$ cat src/rtl/pmf_alu_scheduler.sv
// Issue scheduler for the shared add/sub unit: picks a ready RS entry, runs add or invert+add, holds the result on the CDB.
// Define PMF_SCHED_RR_EN for round-robin selection; otherwise lowest index wins.
module pmf_alu_scheduler #(
   parameter int NUM_RS = 3,
   parameter int TAG_W  = 4
) (
   input  logic                      clk,
   input  logic                      nRST,
   input  logic [NUM_RS-1:0]         rs_req,
   input  logic [NUM_RS-1:0]         rs_op,
   input  logic [NUM_RS*32-1:0]      rs_data1,
   input  logic [NUM_RS*32-1:0]      rs_data2,
   input  logic [NUM_RS*TAG_W-1:0]   rs_tag,
   output logic [NUM_RS-1:0]         rs_grant,
   output logic [1:0]                alu_state,
   output logic [31:0]               alu_data1,
   output logic [31:0]               alu_data2,
   output logic                      alu_cin,
   input  logic [31:0]               alu_result,
   output logic                      cdb_valid,
   output logic [TAG_W-1:0]          cdb_tag,
   output logic [31:0]               cdb_data,
   input  logic                      cdb_ack,
   output logic                      busy
);

   localparam int IDX_W = (NUM_RS > 1) ? $clog2(NUM_RS) : 1;

   typedef enum logic [1:0] {
      IDLE = 2'd0,
      ADD  = 2'd1,
      INV  = 2'd2,
      MADD = 2'd3
   } state_t;

   state_t            state_reg, state_next;
   logic [31:0]       op1_reg, op2_reg, cdb_data_reg;
   logic [TAG_W-1:0]  tag_reg;

   logic              issue_window, issue;
   logic              pick_found;
   logic [IDX_W-1:0]  pick_idx;
   logic [31:0]       sel_d1, sel_d2;
   logic [TAG_W-1:0]  sel_tag;
   logic              sel_op;
   logic              result_valid;

   logic [31:0]       req_d1  [NUM_RS];
   logic [31:0]       req_d2  [NUM_RS];
   logic [TAG_W-1:0]  req_tag [NUM_RS];

   genvar gi;
   generate
      for (gi = 0; gi < NUM_RS; gi++) begin : g_unpack
         assign req_d1[gi]  = rs_data1[32*gi +: 32];
         assign req_d2[gi]  = rs_data2[32*gi +: 32];
         assign req_tag[gi] = rs_tag[TAG_W*gi +: TAG_W];
      end
   endgenerate

`ifdef PMF_SCHED_RR_EN
   logic [IDX_W-1:0] rr_ptr_reg;

   // Search starts at the pointer and wraps once around the RS entries.
   always_comb begin
      logic [IDX_W:0] cand;
      pick_found = 1'b0;
      pick_idx   = '0;
      cand       = '0;
      for (int off = 0; off < NUM_RS; off++) begin
         cand = {1'b0, rr_ptr_reg} + (IDX_W+1)'(off);
         if (cand >= (IDX_W+1)'(NUM_RS))
            cand = cand - (IDX_W+1)'(NUM_RS);
         if (!pick_found && rs_req[cand[IDX_W-1:0]]) begin
            pick_found = 1'b1;
            pick_idx   = cand[IDX_W-1:0];
         end
      end
   end

   always_ff @(posedge clk or negedge nRST) begin
      if (!nRST)
         rr_ptr_reg <= '0;
      else if (issue)
         rr_ptr_reg <= (pick_idx == IDX_W'(NUM_RS-1)) ? '0 : pick_idx + IDX_W'(1);
   end
`else
   always_comb begin
      pick_found = 1'b0;
      pick_idx   = '0;
      for (int i = NUM_RS-1; i >= 0; i--) begin
         if (rs_req[i]) begin
            pick_found = 1'b1;
            pick_idx   = IDX_W'(i);
         end
      end
   end
`endif

   assign sel_d1  = req_d1[pick_idx];
   assign sel_d2  = req_d2[pick_idx];
   assign sel_tag = req_tag[pick_idx];
   assign sel_op  = rs_op[pick_idx];

   assign result_valid = (state_reg == ADD) || (state_reg == MADD);
   assign issue_window = (state_reg == IDLE) || (result_valid && cdb_ack);
   assign issue        = nRST && issue_window && pick_found;

   generate
      for (gi = 0; gi < NUM_RS; gi++) begin : g_grant
         assign rs_grant[gi] = issue && (pick_idx == IDX_W'(gi));
      end
   endgenerate

   always_comb begin
      state_next = state_reg;
      if (issue_window) begin
         if (issue)
            state_next = sel_op ? INV : ADD;
         else
            state_next = IDLE;
      end else if (state_reg == INV) begin
         state_next = MADD;
      end
   end

   always_ff @(posedge clk or negedge nRST) begin
      if (!nRST) begin
         state_reg    <= IDLE;
         op1_reg      <= '0;
         op2_reg      <= '0;
         tag_reg      <= '0;
         cdb_data_reg <= '0;
      end else begin
         state_reg <= state_next;
         if (issue) begin
            op1_reg <= sel_d1;
            op2_reg <= sel_d2;
            tag_reg <= sel_tag;
         end
         if ((issue && !sel_op) || (state_reg == INV))
            cdb_data_reg <= alu_result;
      end
   end

   // On an issue cycle the adder already sees the winner's operands, so an add
   // result can be captured on the very edge that enters ADD.
   always_comb begin
      if (issue) begin
         alu_data1 = sel_d1;
         alu_data2 = sel_d2;
         alu_cin   = 1'b0;
      end else begin
         alu_data1 = op1_reg;
         alu_data2 = (state_reg == INV) ? ~op2_reg : op2_reg;
         alu_cin   = (state_reg == INV) || (state_reg == MADD);
      end
   end

   assign alu_state = state_reg;
   assign cdb_valid = result_valid;
   assign cdb_tag   = tag_reg;
   assign cdb_data  = cdb_data_reg;
   assign busy      = (state_reg != IDLE);

endmodule

$ cat config.mk
export PLATFORM = sky130hd
export DESIGN_NAME = pmf_alu_scheduler
export DESIGN_NICKNAME = d
export VERILOG_FILES = /design/src/rtl/pmf_alu_scheduler.sv
export SDC_FILE = /design/constraint.sdc
export NUM_CORES = 1
export LEC_CHECK = 0
export ABC_CLOCK_PERIOD_IN_PS = 2810
export CAP_MARGIN = 20
export CORE_AREA = 2 2 138 140
export DETAILED_ROUTE_END_ITERATION = 6
export DIE_AREA = 0 0 140 142
export GPL_TIMING_DRIVEN = 0
export PLACE_DENSITY_LB_ADDON = 0.1
export SLEW_MARGIN = 20
export SYNTH_ARGS = -nofsm -noshare
export SYNTH_HDL_FRONTEND = slang
export SYNTH_SLANG_ARGS = --single-unit
$ cat constraint.sdc
create_clock -name clk -period 2.81 [get_ports clk]
set_input_delay 0.7025 -clock clk [delete_from_list [all_inputs] [get_ports clk]]
set_output_delay 0.7025 -clock clk [all_outputs]
set_load 0.01 [all_outputs]
==> impl.org, run 1 <==
** Detailed routing
- After detailed routing, the total wire length is 28,400 µm.
- In the routed design, unresolved DRC markers number 26.
- Mean routed wirelength per cell :: 19.5 µm
- Using the TritonRoute via totals, the vias-per-cell ratio works out to 5.23.
- Summing over every cut layer, the via total after detailed routing is 7,616.
- The detail route stage leaves a number of antenna-violating nets equal to 0.
- For this block, the initial DRC count from the detailed router was 442.
- Before antenna repair, the detailed router went through 7 iterations.

** GRT
- The first global-routing pass estimated 41,900 µm of wire.
- Combined global-route utilization of all metal layers :: 27.1%
- Vias in the first global route :: 7,458
- The number of antenna violations at the first check in global routing is 0.
- Largest net degree at the start of global routing :: 29
- Global route total overflow :: 0

** Layout
- The number of antenna diodes in the final layout is 0.
- The final layout contains 1,463 nets.
- Commonest cells after routing, fill and taps aside :: sky130_fd_sc_hd__clkdlybuf4s50_1 (280), sky130_fd_sc_hd__nor2_1 (175), sky130_fd_sc_hd__dfrtp_1 (101), sky130_fd_sc_hd__a21oi_1 (70), sky130_fd_sc_hd__buf_2 (61)
- Most common cell after layout, fill and taps aside :: sky130_fd_sc_hd__clkdlybuf4s50_1
- Final instance area :: 12,200 µm²
- The post-route netlist has 28.3% of its cells at a drive strength greater than 1.
- P&R area growth vs syn :: 89.5%
- After filler insertion, the fill cell instance count of the layout stands at 1,538.

** Critical path
- Worst-path cell with the longest stage delay :: sky130_fd_sc_hd__or3_4
- Arrival time at the worst endpoint :: 2140 ps
- Crit path required time :: 2110 ps
- The worst setup path is of the input port to output pin kind.
- Traced cell by cell, the critical path runs through buf_12, or3_4, nand4_1, buf_6, buf_12, clkbuf_16, nand2_4, o31ai_4, buf_2.
- The critical path runs through a total of 9 cells.
- Of all nets on the critical path, the largest fanout is 6.
- The worst setup path is captured at an output pin.
- Cell family with most CP delay :: buffers and inverters
- Startpoint type of the worst setup path :: input port
- In this design, the stage delay of the slowest critical-path cell is 390 ps.
- CP bufs+invs :: 5
- For the worst flop-to-flop path, the logic depth is 7.
- Most frequent cell on the critical path :: sky130_fd_sc_hd__buf_12
- Across all register-to-register paths, the minimum setup slack is 840 ps.

** STA
- Final Hold Fails :: 0
- In the finished design, the share of the clock period the worst path needs comes to 101%.
- The count of pins over their slew limit came to 0.
- Between clock sinks in the finished design, the worst skew comes to 4.51 ps.
- Hold slack :: 178 ps
- Final worst setup slack :: -28.0 ps
- Measured against its own limit, the worst slew margin works out to 62.6%.
- Setup repair after global routing could not meet its margin everywhere.
- Actual slew at the worst max-slew pin :: 562 ps
- Setup violations remaining at the end of the flow were counted as 10.
- Based on the critical path, the design can be clocked at up to 0.352 GHz.
- Post-route minimum period :: 2840 ps

** Logic synthesis
- The Yosys step of the flow raised 0 warnings.
- The average instance in the mapped netlist occupies 7.98 µm².
- Summing the sequential cell areas from Yosys gives 39.7% of the chip area.
- Counting every net in the synthesized netlist gives 1,051.
- Counting flops and latches in the post-synthesis netlist gives 102.
- Post-synthesis cell type count :: 29
- After synthesis the cells add up to 6430 µm².
- After technology mapping, the gate count stands at 806.

** Floorplanning
- Die Y :: 142 µm
- After floorplanning, the core was divided into 50 placement rows.
- Number of ports placed on the die boundary :: 353
- Area of the core :: 18,500 µm²
- The die covers 19,900 µm².
- Initial core utilization :: 34.9%
- Measured along the x axis, the die boundary spans 140 µm.

** Power
- Static Leak :: 5.24 nW
- Dividing total power by cell area gives a power density of 917 nW/µm².
- IR analysis of the VDD net gives a maximum drop of 0.000380 V.
- Total power for the finished layout comes to 11.2 mW.

** Placed design
- Dpl hpwl :: 19,700 µm
- Port Buffers :: 352
- Placed inst area :: 10,300 µm²
- Last weighted congestion value of the routability-driven placer :: 0.843
- Worst Setup Slack post-DPL :: -1900 ps

** CTS
- At the later pin of the worst-skew pair, clock insertion delay measures 350 ps.
- Clock-pin slew was measured on the worst setup and hold paths at 70 ps.
- Clock root buffer :: sky130_fd_sc_hd__clkbuf_16
- Deepest clock path buffer count :: 2
- Clock tree synthesis inserted a total of 9 buffers.
- Deepest level of the CTS H-tree :: 3
- Sinks on Clock Net :: 102
- TritonCTS built the clock tree.

** Outcome
- The run finished, with violations left.
- The checks that failed: design-rule violations, negative setup slack.

** Job
- Across the run, the number of max-cap violations was 0.

** Hold path
- Path class of the lowest-slack min-delay path :: input port to asynchronous set/reset pin
==> metrics by stage <==
step | TNS [ps] | util (%) | cells
final | -147 | 66.1 | 1457
after global routing | -1640 | 66.1 | 1457
after CTS | -2850 | 62.1 | 1435
after detailed placement | -129120 | 55.7 | 1393
after global placement | -1076370 | 55.5 | 1392
after floorplan | 0 | - | 806
==> routing by layer <==
| layer | track usage, % | up-vias | part of all wire, % |
|---|---|---|---|
| met2 | 46.1 | 287 | 50 |
| li1 | - | 3626 | - |
| met1 | 34.4 | 3672 | 41 |
| met3 | 5.82 | 31 | 7.1 |
| met4 | 8.93 | 0 | 2.0 |
| met5 | 0 | - | 0 |
==> power by group <==
part	switching, mW	internal (mW)	leakage [nW]
clock	0.578	0.808	0.150
sequential	0.473	2.21	1.23
combinational	3.26	3.85	3.86
==> worst reg2reg max path, stage by stage (launching register included) <==
cell,delay [ps]
sky130_fd_sc_hd__dfrtp_2,410
sky130_fd_sc_hd__nand2b_1,150
sky130_fd_sc_hd__buf_6,120
sky130_fd_sc_hd__nand4_1,120
sky130_fd_sc_hd__buf_4,140
sky130_fd_sc_hd__buf_4,180
sky130_fd_sc_hd__clkbuf_1,460
sky130_fd_sc_hd__o21ai_0,230
==> final timing paths <==
path                                          start                       end
max reg2reg                alu_state[0]$_DFFE_PN0P_    op2_reg[5]$_DFFE_PN0P_
max in group asynchronous                      nRST  alu_state[0]$_DFFE_PN0P_
max                                       rs_req[0]             alu_data1[17]
min reg2reg                  cdb_tag[3]$_DFFE_PN0P_    cdb_tag[3]$_DFFE_PN0P_
min                                            nRST  alu_state[1]$_DFFE_PN0P_
min in group clk             cdb_tag[3]$_DFFE_PN0P_    cdb_tag[3]$_DFFE_PN0P_
==> kinds of logic after synthesis <==
family | share of synthesized area (%)
XOR/XNOR | 4.36
AO/OA/AOI/OAI | 22.9
AND/OR/NAND/NOR | 20.6
buffers and inverters | 5.27
multiplexers | 7.29
flip-flops | 39.7
==> synth_stat cells <==
library cell	instances	area, µm²
sky130_fd_sc_hd__nor2b_1	1	6.26
sky130_fd_sc_hd__nand2_1	102	383
sky130_fd_sc_hd__o22ai_1	36	225
sky130_fd_sc_hd__buf_2	13	65.1
sky130_fd_sc_hd__inv_1	2	7.51
sky130_fd_sc_hd__mux2_4	29	435
sky130_fd_sc_hd__nand3_1	1	5.00
sky130_fd_sc_hd__clkbuf_1	55	206
sky130_fd_sc_hd__nor2_1	175	657
sky130_fd_sc_hd__buf_1	4	15.0
sky130_fd_sc_hd__a21o_1	1	7.51
sky130_fd_sc_hd__nand2b_1	35	219
sky130_fd_sc_hd__and4_1	1	8.76
sky130_fd_sc_hd__or3_1	1	6.26
sky130_fd_sc_hd__or2_2	1	6.26
sky130_fd_sc_hd__o21ai_0	64	320
sky130_fd_sc_hd__mux2_2	3	33.8
sky130_fd_sc_hd__nand4_1	1	6.26
sky130_fd_sc_hd__dfrtp_1	102	2550
sky130_fd_sc_hd__nor4bb_1	1	10.0
sky130_fd_sc_hd__buf_6	4	45.0
sky130_fd_sc_hd__and2_1	1	6.26
sky130_fd_sc_hd__a21oi_1	70	350
sky130_fd_sc_hd__xnor2_1	32	280
sky130_fd_sc_hd__o221ai_1	32	280
sky130_fd_sc_hd__a22oi_1	1	7.51
sky130_fd_sc_hd__nor4b_1	1	8.76
sky130_fd_sc_hd__a32o_1	1	10.0
sky130_fd_sc_hd__o31ai_1	36	270
==> layout make-up <==
type	count	area, µm²	share of cell area (%)
Timing Repair Buffer	403	3980	32.6
Clock buffer	13	250	2.05
Clock inverter	3	67.6	0.554
Inverter	2	7.51	0.0616
Tap cell	234	293	2.40
Buffer	74	656	5.38
Sequential cell	102	2550	20.9
Multi-Input combinational cell	626	4390	36.0
==> timing repair <==
| action | CTS | global route |
|---|---|---|
| endpoints found under the setup margin | 95 | 65 |
| pin swaps | 15 | 17 |
| setup buffers | 17 | 21 |
| gates resized for setup | 539 | 175 |
| hold buffers | 0 | 0 |
| cloned | 10 | 6 |
Note: power is estimated with default switching activity, not from simulation.
==> run 2, diff against run 1 <==
--- a/config.mk
+++ b/config.mk
@@ -5,11 +5,11 @@
 export SDC_FILE = /design/constraint.sdc
 export NUM_CORES = 1
 export LEC_CHECK = 0
-export ABC_CLOCK_PERIOD_IN_PS = 2810
+export ABC_CLOCK_PERIOD_IN_PS = 3500
 export CAP_MARGIN = 20
-export CORE_AREA = 2 2 138 140
+export CORE_AREA = 2 2 137 139
 export DETAILED_ROUTE_END_ITERATION = 6
-export DIE_AREA = 0 0 140 142
+export DIE_AREA = 0 0 139 141
 export GPL_TIMING_DRIVEN = 0
 export PLACE_DENSITY_LB_ADDON = 0.1
 export SLEW_MARGIN = 20
==> constraint.sdc (replaced) <==
create_clock -name clk -period 3.5 [get_ports clk]
set_input_delay 0.7 -clock clk [delete_from_list [all_inputs] [get_ports clk]]
set_output_delay 0.7 -clock clk [all_outputs]
set_load 0.01 [all_outputs]
==> run 2 against run 1 <==
The flow now finishes without violations. Clock power fell by 16%. Global-route usage down 1.3 points. Critical path depth down 4. Clock-buffer cell count decreased by 3. Core utilization fell by 8.0 points. Clock skew up 3.6 ps. Sequential cell count unchanged. Largest cell class unchanged. Largest power group unchanged.
==> impl.org, run 2 (synthesis gave the netlist of run 1 again) <==
** Hold path
- In this run the worst hold path is classified as input port to asynchronous set/reset pin.

** Layout
- Antenna cell count :: 0 (unchanged)
- The final core utilization is 58.1% (-8.0 points).
- Commonest cells after routing, fill and taps aside :: sky130_fd_sc_hd__clkdlybuf4s50_1 (285), sky130_fd_sc_hd__nor2_1 (175), sky130_fd_sc_hd__dfrtp_1 (102), sky130_fd_sc_hd__nand2_1 (101), sky130_fd_sc_hd__a21oi_1 (70)
- P&R area growth vs syn :: 64.9%
- Final instance area :: 10,600 µm² (-13%)
- The filler cell count in the final layout is 1,753 (+14%).
- The library cell used most frequently in the layout, excluding fill and tap cells, is sky130_fd_sc_hd__clkdlybuf4s50_1.
- The net count of the finished layout is 1,417 (-3.1%).
- Ratio of cells with drive above 1 in the final layout :: 13.0% (-15 points)

** Power
- PD cells :: 704 nW/µm² (-23%)
- The maximum VDD drop came to 0.000400 V (+5.3%).
- The final total power came to 7.47 mW (-33%).
- Static Leak :: 4.55 nW (-13%)

** Critical path
- Startpoint type of the worst setup path :: input port
- Worst-path cell with the longest stage delay :: sky130_fd_sc_hd__clkdlybuf4s50_1
- Sort of element at the end of the critical path :: output pin
- The cell that appears most often on the critical path is sky130_fd_sc_hd__clkdlybuf4s50_1.
- Crit path max fanout :: 10 (+4)
- Arrival time at the worst endpoint :: 2700 ps (+560 ps)
- Delay of the slowest cell on the worst path :: 590 ps (+200 ps)
- Class of the most critical setup path :: input port to output pin
- The number of buffers and inverters on the critical path came to 4 (-1).
- The kind of cell with the highest combined delay along the critical path is buffers and inverters.
- The required time of the critical path came to 2800 ps (+690 ps).
- Walking the worst path, the cells encountered are clkdlybuf4s50_1, buf_2, clkbuf_2, nor4b_1, clkdlybuf4s50_1.

** Detailed routing
- Total Routed Length :: 25,600 µm (-9.8%)
- Number of nets with antenna violations after routing :: 0 (unchanged)
- Per-cell via count in the routed design :: 5.16 (-1.2%)
- Vias :: 7,282 (-4.4%)
- The detailed-route DRC error count came to 0 (-100%).
- Mean routed wirelength per cell :: 18.2 µm (-6.8%)
- Starting DRT DRC Count :: 368 (-17%)
- First-pass DRT Iterations :: 6 (-1)

** CTS
- Sinks on Clock Net :: 102 (unchanged)
- The number of buffers added by the clock tree synthesis step is 9 (unchanged).
- Deepest clock path buffer count :: 2 (unchanged)
- The clock latency at the later pin of the worst-skew pair is 350 ps (about the same).
- CTS Hold Bufs :: 0 (unchanged)
- Clock root buffer :: sky130_fd_sc_hd__clkbuf_16
- TritonCTS clock tree :: yes
- The register clock-pin slew on the reported worst setup and hold paths was 70 ps (about the same).
- Deepest level of the CTS H-tree :: 3 (unchanged)

** STA
- Final Setup Violations :: 0 (-10)
- The count of final hold-check violations is 0 (unchanged).
- Timing would allow up to 0.294 GHz.
- The count of pins over their slew limit was 0 (unchanged).
- Actual slew at the worst max-slew pin :: 748 ps (+187 ps)
- The worst slew margin relative to its limit came to 50.1% (-12 points).
- Post-Route Setup TNS :: 0 ps (+147 ps)
- The worst path in the final design needs a cycle of 3400 ps, including I/O delays and setup.
- The clock skew after layout was 8.13 ps (+3.62 ps).
- Final worst-path cycle share :: 97.3%

** Floorplanning
- Number of ports placed on the die boundary :: 353 (unchanged)
- The die outline width came to 139 µm (-0.71%).
- Number of core rows :: 50 (unchanged)
- The die boundary height was 141 µm (-0.70%).
- The area of the die was 19,600 µm² (-1.4%).
- The effective utilization at floorplan came to 35.2% (+0.36 points).
- Area of the core :: 18,300 µm² (-1.0%)

** GRT
- The largest net degree at the start of global routing was 47 (+62%).
- The overall routing resource usage came to 25.7% (-1.3 points).
- Global route total overflow :: 0 (unchanged)
- The wire length of the first global-routing pass is 39,800 µm (-5.0%).
- The number of antenna violations at the first check in global routing is 0 (unchanged).
- Vias in the first global route :: 7,113 (-4.6%)

** Placed design
- Port Buffers :: 352 (unchanged)
- Dpl hpwl :: 19,600 µm (-0.24%)
- Last weighted congestion value of the routability-driven placer :: 0.824 (-2.3%)
- The cell area after placement is 10,300 µm² (unchanged).

** Job
- Count of max-cap constraint violations :: 0 (unchanged)

** Outcome
- Status :: completed
[run 2: repair_timing]
action / 4_1_cts / 5_1_grt
hold endpoints to repair: 0 / 0
buffers inserted: 1 / 0
endpoints found under the setup margin: 68 / 67
gates cloned: 1 / 0
gates resized for setup: 135 / 149
[run 2: worst register-to-register path, cell delays in order, from the launching register on]
cell and delay [ps]:
sky130_fd_sc_hd__dfrtp_1 490, sky130_fd_sc_hd__nand2b_1 140, sky130_fd_sc_hd__buf_2 210, sky130_fd_sc_hd__and4_1 210, sky130_fd_sc_hd__a32o_1 170, sky130_fd_sc_hd__buf_6 140
sky130_fd_sc_hd__buf_6 190, sky130_fd_sc_hd__mux2_4 320
[run 2: final timing paths]
path                                     startpoint                  endpoint  slack, ps  cells after the start
setup / recovery                          rs_req[2]               rs_grant[2]        100                      5
hold / removal                                 nRST  cdb_data[29]$_DFFE_PN0P_        230                      1
setup reg to reg           alu_state[0]$_DFFE_PN0P_  cdb_data[25]$_DFFE_PN0P_       1510                      7
hold reg to reg              cdb_tag[1]$_DFFE_PN0P_    cdb_tag[1]$_DFFE_PN0P_        480                      2
max in group asynchronous                      nRST   op2_reg[20]$_DFFE_PN0P_       2610                      2
min in group clk             cdb_tag[1]$_DFFE_PN0P_    cdb_tag[1]$_DFFE_PN0P_        480                      2
[run 2: area by class of cell]
cell class	instances	area [µm²]	share of cell area, %
clock inverters	5	108	1.01
repair buffers	355	3390	31.9
flip-flops and latches	102	2550	24.1
plain buffers	76	454	4.28
well taps	234	293	2.76
multi-input cells	626	3570	33.7
clock buffers	10	239	2.25
inverters	2	7.51	0.0707
[run 2: power breakdown]
part	total (mW)	internal (mW)	switching [mW]
registers	2.07	1.77	0.301
logic	4.23	2.19	2.04
clock network	1.17	0.718	0.455
[run 2: per-stage QoR]
step | hold slack [ps] | setup slack (ps) | std cells
global route | 248 | -4.95 | 1410
floorplan | 404 | 838 | 806
finish | 231 | 95.2 | 1410
CTS | 233 | -48.4 | 1410
global placement | 458 | -4810 | 1392
detailed placement | 466 | -942 | 1393
[run 2: metal layers]
layer | part of all wire (%) | global-route usage (%) | up-vias
met3 | 7.2 | 5.88 | 44
met1 | 43 | 33.7 | 3388
met5 | 0 | 0 | -
met4 | 2.8 | 8.98 | 0
li1 | - | - | 3533
met2 | 47 | 42.2 | 317
==> run 3, diff against run 2 <==
--- a/config.mk
+++ b/config.mk
@@ -12,6 +12,7 @@
 export DIE_AREA = 0 0 139 141
 export GPL_TIMING_DRIVEN = 0
 export PLACE_DENSITY_LB_ADDON = 0.1
+export REMOVE_ABC_BUFFERS = 1
 export SLEW_MARGIN = 20
 export SYNTH_ARGS = -nofsm -noshare
 export SYNTH_HDL_FRONTEND = slang
==> run 3 against run 2 <==
Critical path depth rose by 2. First-iteration DRC count fell by 10%. Critical endpoint is now alu_data1[25]. Largest cell class unchanged. Register-to-register slack got worse by 170 ps. Largest power group unchanged. Clock-buffer cell count fell by 1. Non-clock buffer count fell by 51. Cell count fell by 3.5%.
==> impl.org, run 3 (synthesis gave the netlist of run 1 again) <==
** Outcome
- Status :: completed

** Power
- Internal power :: 4.70 mW (+0.53%)
- The maximum VDD drop came to 0.000416 V (+3.8%).
- Switching power :: 2.80 mW (about the same)
- Static Leak :: 4.56 nW (+0.34%)
- The fraction of power consumed by sequential logic was 27.6% (about the same).
- The areal power density over the cells is 692 nW/µm² (-1.7%).
- Fraction of power consumed by combinational cells :: 58.7% (+2.1 points)
- The switching share of total power came to 37.3% (-0.14 points).
- The portion of total power attributed to the clock network came to 13.7% (-2.0 points).
- Total Power :: 7.49 mW (+0.31%)

** Floorplanning
- The area of the core region was 18,300 µm² (unchanged).
- Die area :: 19,600 µm² (unchanged)
- Die Y :: 141 µm (unchanged)
- Die span in x :: 139 µm (unchanged)
- The number of I/O pins was 353 (unchanged).
- The effective utilization at floorplan came to 35.2% (unchanged).
- Number of core rows :: 50 (unchanged)

** Job
- Count of max-cap constraint violations :: 0 (unchanged)

** CTS
- Sinks on Clock Net :: 102 (unchanged)
- Deepest level of the CTS H-tree :: 3 (unchanged)
- TritonCTS clock tree :: yes
- The clock latency at the later pin of the worst-skew pair is 350 ps (about the same).
- CTS buffer count :: 9 (unchanged)
- Deepest clock path buffer count :: 2 (unchanged)
- CTS Hold Bufs :: 0 (unchanged)
- CTS placed an instance of sky130_fd_sc_hd__clkbuf_16 at the clock tree root.
- Clock transition at the registers of the reported paths :: 80 ps (about the same)

** Critical path
- Slack of the worst reg-to-reg path :: 1340 ps (-170 ps)
- The required time of the critical path came to 2800 ps (about the same).
- In this run the critical register-to-register path is captured at cdb_data[1]$_DFFE_PN0P_.
- The arrival time at the worst endpoint was 2720 ps (+20 ps).
- Startpoint of the worst-slack reg-to-reg timing path :: alu_state[0]$_DFFE_PN0P_
- STA classifies the critical path startpoint as an input port.
- Logic depth of the worst register-to-register path :: 5 (-2)
- The critical path is of the input port to output pin type.
- The maximum net fanout on the critical path came to 5 (-5).
- The worst setup path is captured at an output pin.

** Placed design
- Placed inst area :: 10,200 µm² (-0.43%)
- Last weighted congestion value of the routability-driven placer :: 0.760 (-7.7%)
- Dpl hpwl :: 16,200 µm (-18%)
- Post-placement cell count :: 1,334 (-4.2%)
- Port Buffers :: 352 (unchanged)

** Detailed routing
- Mean routed wirelength per cell :: 17.1 µm (-5.7%)
- Total Routed Length :: 23,300 µm (-9.1%)
- The detailed-routing iteration count for the pre-antenna-repair pass is 4 (-2).
- The routed via count divided by cell count is 5.06 (-2.0%).
- Number of remaining DRC errors :: 0 (unchanged)
- The count of routing violations after the opening detailed-route iteration was 331 (-10%).
- Vias :: 6,881 (-5.5%)
- The number of routed nets with antenna violations was 0 (unchanged).

** STA
- The period utilization is 97.6% (+0.29 points).
- Worst slew margin relative to its limit :: 57.6% (+7.5 points)
- Final Setup Violations :: 0 (unchanged)
- Final Hold Fails :: 0 (unchanged)
- The transition at the pin with the smallest max-transition slack came to 636 ps (-113 ps).
- The clock period minus final worst setup slack came to 3420 ps (+10.3 ps).
- Highest Clock Rate :: 0.293 GHz (-0.30%)
- Setup repair after global routing missed its margin :: false
- The count of pins over their slew limit came to 0 (unchanged).
- Fin Clk Skew :: 5.51 ps (-2.61 ps)

** Hold path
- Path class of the lowest-slack min-delay path :: input port to asynchronous set/reset pin

** Layout
- The number of antenna cells inserted was 0 (unchanged).
- The finished layout cell area was 10,800 µm² (+2.0%).
- In the layout the commonest cells are sky130_fd_sc_hd__clkdlybuf4s50_1 (294), sky130_fd_sc_hd__nor2_1 (175), sky130_fd_sc_hd__dfrtp_1 (102), sky130_fd_sc_hd__nand2_1 (101), sky130_fd_sc_hd__a21oi_1 (70).
- Final-stage net count :: 1,366 (-3.6%)
- Utilization after layout :: 59.3% (+1.2 points)
- P&R area growth vs syn :: 68.2%
- Most common cell after layout, fill and taps aside :: sky130_fd_sc_hd__clkdlybuf4s50_1
- The fraction of layout instances using a drive strength above 1 is 10.5% (-2.5 points).
- The non-filler instance count after layout came to 1,360 (-3.5%).

** GRT
- First-pass GRT wire length :: 36,200 µm (-9.0%)
- The number of antenna violations at the first check in global routing is 0 (unchanged).
- The via count of the first global-routing pass was 6,593 (-7.3%).
- Combined global-route utilization of all metal layers :: 23.0% (-2.8 points)
- The final global-route overflow total came to 0 (unchanged).
- The largest net degree at the start of global routing came to 75 (+60%).
[run 3: routing by layer]
layer	GRT usage (%)	up-vias	routed length [µm]	share of wire (%)
met1	28.6	3185	9830	42
met3	6.39	25	1630	7.0
met5	0	-	0	0
li1	-	3442	-	-
met4	6.22	0	412	1.8
met2	39.4	229	11400	49
[run 3: critical path: stages]
cell and delay (ps):
sky130_fd_sc_hd__clkdlybuf4s50_1 480, sky130_fd_sc_hd__nand2b_4 140, sky130_fd_sc_hd__nand4_1 120, sky130_fd_sc_hd__buf_4 170, sky130_fd_sc_hd__buf_4 150, sky130_fd_sc_hd__o31ai_1 320
sky130_fd_sc_hd__clkdlybuf4s50_1 620
[run 3: what timing repair did]
item / in CTS / in global routing
gates resized for setup: 119 / 21
endpoints found under the setup margin: 65 / 35
pin swaps: 1 / 0
gates cloned: 2 / 2
setup buffers: 4 / 2
[run 3: worst max path at each step]
stage	cells past startpoint	startpoint	slack, ps	end
after floorplan	3	alu_state[0]$_DFFE_PN0P_	-5160	alu_data1[22]
after global placement	4	nRST	-13120	alu_data1[22]
after detailed placement	10	rs_req[0]	-960	alu_data1[26]
after CTS	11	rs_req[0]	-40	alu_data2[6]
after global routing	7	cdb_ack	4	alu_data1[2]
final	7	cdb_ack	80	alu_data1[25]
[run 3: final cells by class]
| class | instances | area [µm²] |
|---|---|---|
| inverter | 2 | 10.0 |
| clock buffer | 9 | 225 |
| sequential | 102 | 2550 |
| tap | 234 | 293 |
| fill | 1692 | 7440 |
| clock inverter | 7 | 71.3 |
| timing repair buffer | 380 | 4020 |
| multi-input combinational | 626 | 3660 |
[run 3: through the flow]
step	worst slack (ps)	hold WS [ps]	TNS, ps
after CTS	-41.2	252	-105
final	84.9	195	0
after global routing	4.09	210	0
after global placement	-13120	459	-1979610
after detailed placement	-960	465	-41480
after floorplan	-5160	404	-583070
[run 3: power by group through the flow]
stage / Combinational [mW] / Clock, mW / Sequential (mW)
after detailed placement: 4.50 / 0 / 2.08
after CTS: 4.42 / 1.06 / 2.07
after floorplan: 2.09 / 0 / 2.16
after global routing: 4.78 / 1.10 / 2.14
after global placement: 4.54 / 0 / 2.07
final: 4.40 / 1.03 / 2.07
